--- src/rtl/r500_pkg.sv ---
// Shared R500 definitions: perf-counter FSM states and the store-path
// addresses that select each counter.
package r500_pkg;

   typedef enum logic [1:0] {
      IDLE = 2'b00,
      RUN  = 2'b01,
      DONE = 2'b10
   } state_t;

   localparam logic [15:0] CLK_CYCLE_ADDR            = 16'h4F00;
   localparam logic [15:0] INVALID_CLK_CYCLE_ADDR    = 16'h4F04;
   localparam logic [15:0] RETIRED_INSTRUCTIONS_ADDR = 16'h4F08;
   localparam logic [15:0] CORRECT_PREDICTIONS_ADDR  = 16'h4F0C;
   localparam logic [15:0] TOTAL_PREDICTIONS_ADDR    = 16'h4F10;

endpackage

--- src/rtl/sat_counter.sv ---
// Saturating up-counter with synchronous active-low reset and clear.
// sat_hit flags an increment that was blocked because the count is full.
module sat_counter #(
   parameter int WIDTH = 32
) (
   input  logic             clk,
   input  logic             rst_n,
   input  logic             clear,
   input  logic             inc,
   output logic [WIDTH-1:0] count,
   output logic             sat_hit
);

   logic full;

   assign full    = (count == '1);
   assign sat_hit = inc && full && !clear;

   always_ff @(posedge clk) begin
      if (!rst_n || clear) begin
         count <= '0;
      end else if (inc && !full) begin
         count <= count + 1'b1;
      end
   end

endmodule

--- src/rtl/perf_counters.sv ---
// R500 performance-counter unit: IDLE/RUN/DONE run tracking, five
// saturating event counters and a sticky overflow flag.
module perf_counters
   import r500_pkg::*;
#(
   parameter int WIDTH = 32
) (
   input  logic             clk,
   input  logic             rst_n,
   input  logic             start,
   input  logic             halt,
   input  logic             clear,
   input  logic             retire_valid,
   input  logic             branch_resolved,
   input  logic             branch_correct,
   output logic [WIDTH-1:0] clk_cycles,
   output logic [WIDTH-1:0] invalid_clk_cycles,
   output logic [WIDTH-1:0] retired_instructions,
   output logic [WIDTH-1:0] correct_predictions,
   output logic [WIDTH-1:0] total_predictions,
   output logic             running,
   output logic             done,
   output logic             overflow
);

   state_t     state_q;
   state_t     state_d;
   logic       counting;
   logic [4:0] inc;
   logic [4:0] hit;

   always_ff @(posedge clk) begin
      if (!rst_n) begin
         state_q <= IDLE;
      end else begin
         state_q <= state_d;
      end
   end

   always_comb begin
      state_d = state_q;
      if (clear) begin
         state_d = IDLE;
      end else begin
         case (state_q)
            IDLE:    if (start) state_d = RUN;
            RUN:     if (halt)  state_d = DONE;
            DONE:    state_d = DONE;
            default: state_d = IDLE;
         endcase
      end
   end

   assign running  = (state_q == RUN);
   assign done     = (state_q == DONE);
   assign counting = running;

   // The halt cycle is still RUN in the register, so its events count.
   assign inc[0] = counting;
   assign inc[1] = counting && !retire_valid;
   assign inc[2] = counting && retire_valid;
   assign inc[3] = counting && branch_resolved && branch_correct;
   assign inc[4] = counting && branch_resolved;

   sat_counter #(.WIDTH(WIDTH)) u_clk_cycles (
      .clk(clk), .rst_n(rst_n), .clear(clear), .inc(inc[0]),
      .count(clk_cycles), .sat_hit(hit[0])
   );

   sat_counter #(.WIDTH(WIDTH)) u_invalid_clk_cycles (
      .clk(clk), .rst_n(rst_n), .clear(clear), .inc(inc[1]),
      .count(invalid_clk_cycles), .sat_hit(hit[1])
   );

   sat_counter #(.WIDTH(WIDTH)) u_retired_instructions (
      .clk(clk), .rst_n(rst_n), .clear(clear), .inc(inc[2]),
      .count(retired_instructions), .sat_hit(hit[2])
   );

   sat_counter #(.WIDTH(WIDTH)) u_correct_predictions (
      .clk(clk), .rst_n(rst_n), .clear(clear), .inc(inc[3]),
      .count(correct_predictions), .sat_hit(hit[3])
   );

   sat_counter #(.WIDTH(WIDTH)) u_total_predictions (
      .clk(clk), .rst_n(rst_n), .clear(clear), .inc(inc[4]),
      .count(total_predictions), .sat_hit(hit[4])
   );

   always_ff @(posedge clk) begin
      if (!rst_n || clear) begin
         overflow <= 1'b0;
      end else if (|hit) begin
         overflow <= 1'b1;
      end
   end

endmodule

--- config.mk ---
export PLATFORM = sky130hd
export DESIGN_NAME = perf_counters
export DESIGN_NICKNAME = d
export VERILOG_FILES = /design/src/rtl/r500_pkg.sv /design/src/rtl/sat_counter.sv /design/src/rtl/perf_counters.sv
export SDC_FILE = /design/constraint.sdc
export NUM_CORES = 1
export LEC_CHECK = 0
export CORE_ASPECT_RATIO = 1.75
export CORE_UTILIZATION = 47
export DETAILED_ROUTE_END_ITERATION = 8
export HOLD_SLACK_MARGIN = 0.15
export PLACE_DENSITY = 0.77
export SLEW_MARGIN = 15
export SYNTH_ARGS = -nofsm -noshare
export SYNTH_HDL_FRONTEND = slang
export SYNTH_SLANG_ARGS = --single-unit
--- constraint.sdc ---
create_clock -name clk -period 2.7 [get_ports clk]
set_clock_uncertainty 0.1 [all_clocks]
set_input_delay 0.54 -clock clk [delete_from_list [all_inputs] [get_ports clk]]
set_output_delay 0.54 -clock clk [all_outputs]
set_load 0.005 [all_outputs]
# Word level (Yosys, flattened, before mapping)
# Cells that the tools add are included.
# word_totals
latchBits,0
elab_cells,57
output_inout_bits,163
mem_count,0
in_bits,8
mem_bits_rw,0
romBits,0
regBits,163
# classes
n_bitwise,1
div,0
reduce_logical,32
n_mul,0
shift,0
n_addsub,5
order_cmp,0
eq_ne,9
mux,3
# op_table
op,n
$add 32x1->32 const B,5
$eq 32x32->1 const B,5
$logic_and 1x1->1,19
$logic_not 1->1,8
$pmux 2 s3,1
$reduce_or 5->1,1
$mux 2,2
$ne 2x2->1 const B,2
$eq 2x1->1 const B,1
$eq 2x2->1 const B,1
$logic_not 2->1,1
$reduce_and 2->1,1
$reduce_or 2->1,1
$logic_or 1x1->1,1
$not 1->1,1

# Depth between registers and ports, before layout
# logic_depth
word_depth,6
ltp_mapped,9
mapped_depth_nobuf,7

# By module
# A second synthesis with hierarchy kept.
# unflattened
hier_cells,1034
area_unflattened_um2,8752.1
# modules_own_cells
mod,instances,area_each_um2,cells_per_inst,seq_area_each_um2
sat_counter,5,1707.9,202,640.6
perf_counters,1,212.7,24,60.1

# Worst setup path before layout
# No wires, ideal clock.
# synth_timing
kind,reg2reg
start,register u_total_predictions.count[0]
end,register u_total_predictions.count[28]
path_buffers,2
t_arrival_ns,2.485
setup_time_ns,0.059
period_less_slack_ns,2.644
slack_ns,0.056
required_ns,2.541
stages_incl_launch_ff,9
cell_sequence,dfxtp_1 -> ha_1 -> nand4_1 -> or4_1 -> buf_2 -> or4_1 -> buf_2 -> or4_1 -> nand2_1
# synth_between
elab_chain_len,3
word_cells_on_any_way,4
classes_between,1 x add/sub; 1 x eq/ne; 2 x reduce/logical
# synth_rtl
item,line_no,source
start: declaration,sat_counter.sv:10,"output logic [WIDTH-1:0] count,"
start signal: assignment,sat_counter.sv:23,count <= count + 1'b1;
branches (longest 3 deep; another with $add 32x1->32),--,
# Several ways; the timed one is not identified.
# A chain may end at the register's enable or synchronous reset.

# Worst setup path after layout
# layout_timing
start,register u_total_predictions.count[1]
end,register u_total_predictions.count[28]
# Same word-level chain as after synthesis.

==> impl_metrics.toml <==
[layout]
flow.area_growth_from_synthesis_pct = 35.1
seq_area_sq_um = 3260
n_fill_cell = 1492
utilization_pct = 65.0
fin_nets = 1204
multi_input_area_sq_um = 4690
postLayoutCellArea_sq_um = 11000
diodes = 0
drive_above_1_share_pct = 8.91

[synthesis]
synth_cell_type_count = 48
ys_seq_elements = 163
ys_top_cells_by_area = "dfxtp_1, a21oi_1, nand4_1, or3_1, xnor2_1"
ys_seq_area_share_pct = 40.0
synth.avg_cell_area_sq_um = 8.23
syn_inst = 991
async_reset_ff_share_pct = 0
synth.most_common_cell = "dfxtp_1"
syn_area_sq_um = 8160
yosys_warnings = 0
synth_top_area_share_pct = 40.0
yosysTopAreaCell = "dfxtp_1"
synth_edf_count = 0
synth_nets = 1007
synth_flop_cell = "dfxtp_1"
ys_top_cells_by_count = "dfxtp_1, a21oi_1, nand2_1"

[worst_setup_path]
critPathRequiredTime_ns = 2.97
worstSetupPathType = "register to register"
cp-end-kind = "register"
crit_end = "u_total_predictions.count[28]"
r2r-start = "u_total_predictions.count[1]"
critPathLaunchType = "register"
cp_data_arrival_time_ns = 2.79
rr_worst_depth = 6
critPathMaxFanout = 9
reg2reg_to = "u_total_predictions.count[28]"
reg2reg_slack_ns = 0.18
worstSetupStartpoint = "u_total_predictions.count[1]"

[timing]
post-route-period-util_pct = 93.2
setup_viol = 0
hold_slack_ns = 0.395
worstMarginPinSlew_ns = 0.676
setup_slack_ns = 0.183
fmax_mhz = 397
finalCriticalPeriod_ns = 2.52
drv_slew = 0
rsz0062_at_grt = "false"
fin_setup_tns_ns = 0
timing.final.hold_violations = 0
max_slew_margin_pct = 53.8

[power_and_ir_drop]
p_leak_nw = 3.52
ir_drop_mv = 0.303
cellPowerDensity_nw_per_um2 = 445

[global_routing]
overflow = 0
grt_max_degree = 46
antenna_found_initial = 0
grt_pass1_vias = 7807
grt_pass1_wl_mm = 37.0
grt_use_total_pct = 25.7

[route]
drtIter0Drc = 273
antenna_left = 0
vias_per_cell = 5.84
vias = 8340
wire_per_inst_um = 16.0
wirelength_mm = 22.8
drc_errors = 0
drt_first_pass_iters = 5

[placed_design]
routabilityCongestion = 0.865
io_buffers = 170
dpl_worst_slack_ns = 0.0927
place.detailed.hpwl_mm = 16.5
place_area_sq_um = 10400

[worst_hold_path]
hold_depth = 2
min_path_type = "register to register"

[floorplanning]
coreArea_sq_um = 16900
pin_count = 171
dieArea_sq_um = 17900
initial_utilization_pct = 48.2
placementRows = 63
die_y_um = 176
die_width_um = 102

[cts]
hold_buffers = 0
cts_max_level = 4
clkSinkCount = 163
clk_latency_ns = 0.43
clk_pin_slew_worst_paths_ns = 0.06
cts_buffer_depth = 2
clock-root-buffer = "clkbuf_16"
numCtsBuffers = 17
cts_tree = "built"

[flow_run]
maxCapViolations = 0

[status]
status = "complete, no violations"
[registers in the layout (all words and copies together), names as in the netlist]
register and count:
state_q 2, u_correct_predictions.count 32, overflow 1, u_invalid_clk_cycles.count 32
u_total_predictions.count 32, u_clk_cycles.count 32, u_retired_instructions.count 32
[kinds of logic after synthesis]
logic type                 after synthesis  share of synthesized area, %
AOI/OAI and AO/OA                      230                          17.1
DFF                                    163                          40.0
adders and majority gates                8                          1.23
buffers and inverters                   66                          3.17
and+or+nand+nor                        456                          31.0
muxes                                   15                          1.84
xor gates and xnor gates                53                          5.69
[critical path: stages (launching register included)]
cell and delay [ns]:
dfxtp_1 0.40, ha_1 0.23, nand4_1 0.13, or4_1 0.52
or4_4 0.59, or4_1 0.42, nand2_1 0.07
[metal layers]
layer | share of wire [%] | track usage [%] | vias to the layer above
li1 | - | - | 4130
met1 | 39 | 27.7 | 3959
met2 | 53 | 46.1 | 207
met3 | 5.0 | 6.14 | 44
met4 | 2.7 | 12.1 | 0
met5 | 0 | 0 | -
[where the power goes]
| group | internal [mW] | leakage, nW | switching [mW] |
|---|---|---|---|
| combinational | 0.0495 | 1.93 | 0.0914 |
| clock | 1.35 | 0.276 | 1.01 |
| sequential | 2.41 | 1.31 | 0.00190 |
| total | 3.80 | 3.52 | 1.10 |
[final cells by class]
cell class	instances	share of cell area [%]
Clock buffer	21	4.27
Multi-Input combinational cell	762	42.5
Sequential cell	163	29.6
Timing Repair Buffer	226	19.5
Tap cell	227	2.58
Inverter	18	0.613
Clock inverter	11	0.931
[timing repair]
action	in CTS	in global routing
hold endpoints to repair	0	0
gates resized for setup	0	2
endpoints found under the setup margin	0	11
buffers inserted	0	0
[how the worst min path moves through the flow]
stage                                                end  slack (ns)                           start
final                              u_clk_cycles.count[5]        0.40           u_clk_cycles.count[5]
after global routing               u_clk_cycles.count[5]        0.43           u_clk_cycles.count[5]
after CTS                         u_clk_cycles.count[12]        0.40          u_clk_cycles.count[12]
after detailed placement           u_clk_cycles.count[5]        0.39           u_clk_cycles.count[5]
after global placement             u_clk_cycles.count[5]        0.38           u_clk_cycles.count[5]
after floorplan           u_invalid_clk_cycles.count[31]        0.37  u_invalid_clk_cycles.count[31]
[per-stage QoR]
stage,instances,power (mW)
after floorplan,991,2.54
after global placement,1396,2.60
after detailed placement,1396,2.60
after CTS,1428,4.95
after global routing,1428,5.06
final,1428,4.91
[cell usage in the layout (no fill, tap or decap), drive strengths merged, types with 33 or more instances in the layout]
cell and n:
clkdlybuf4s50 170, dfxtp 163, a21oi 89, nand2 79
nor2 76, nand4 58, or3 57, buf 56
o21ai 53, nand3 50, xnor2 39, or4 33
Power figures use the tool's default switching activity.
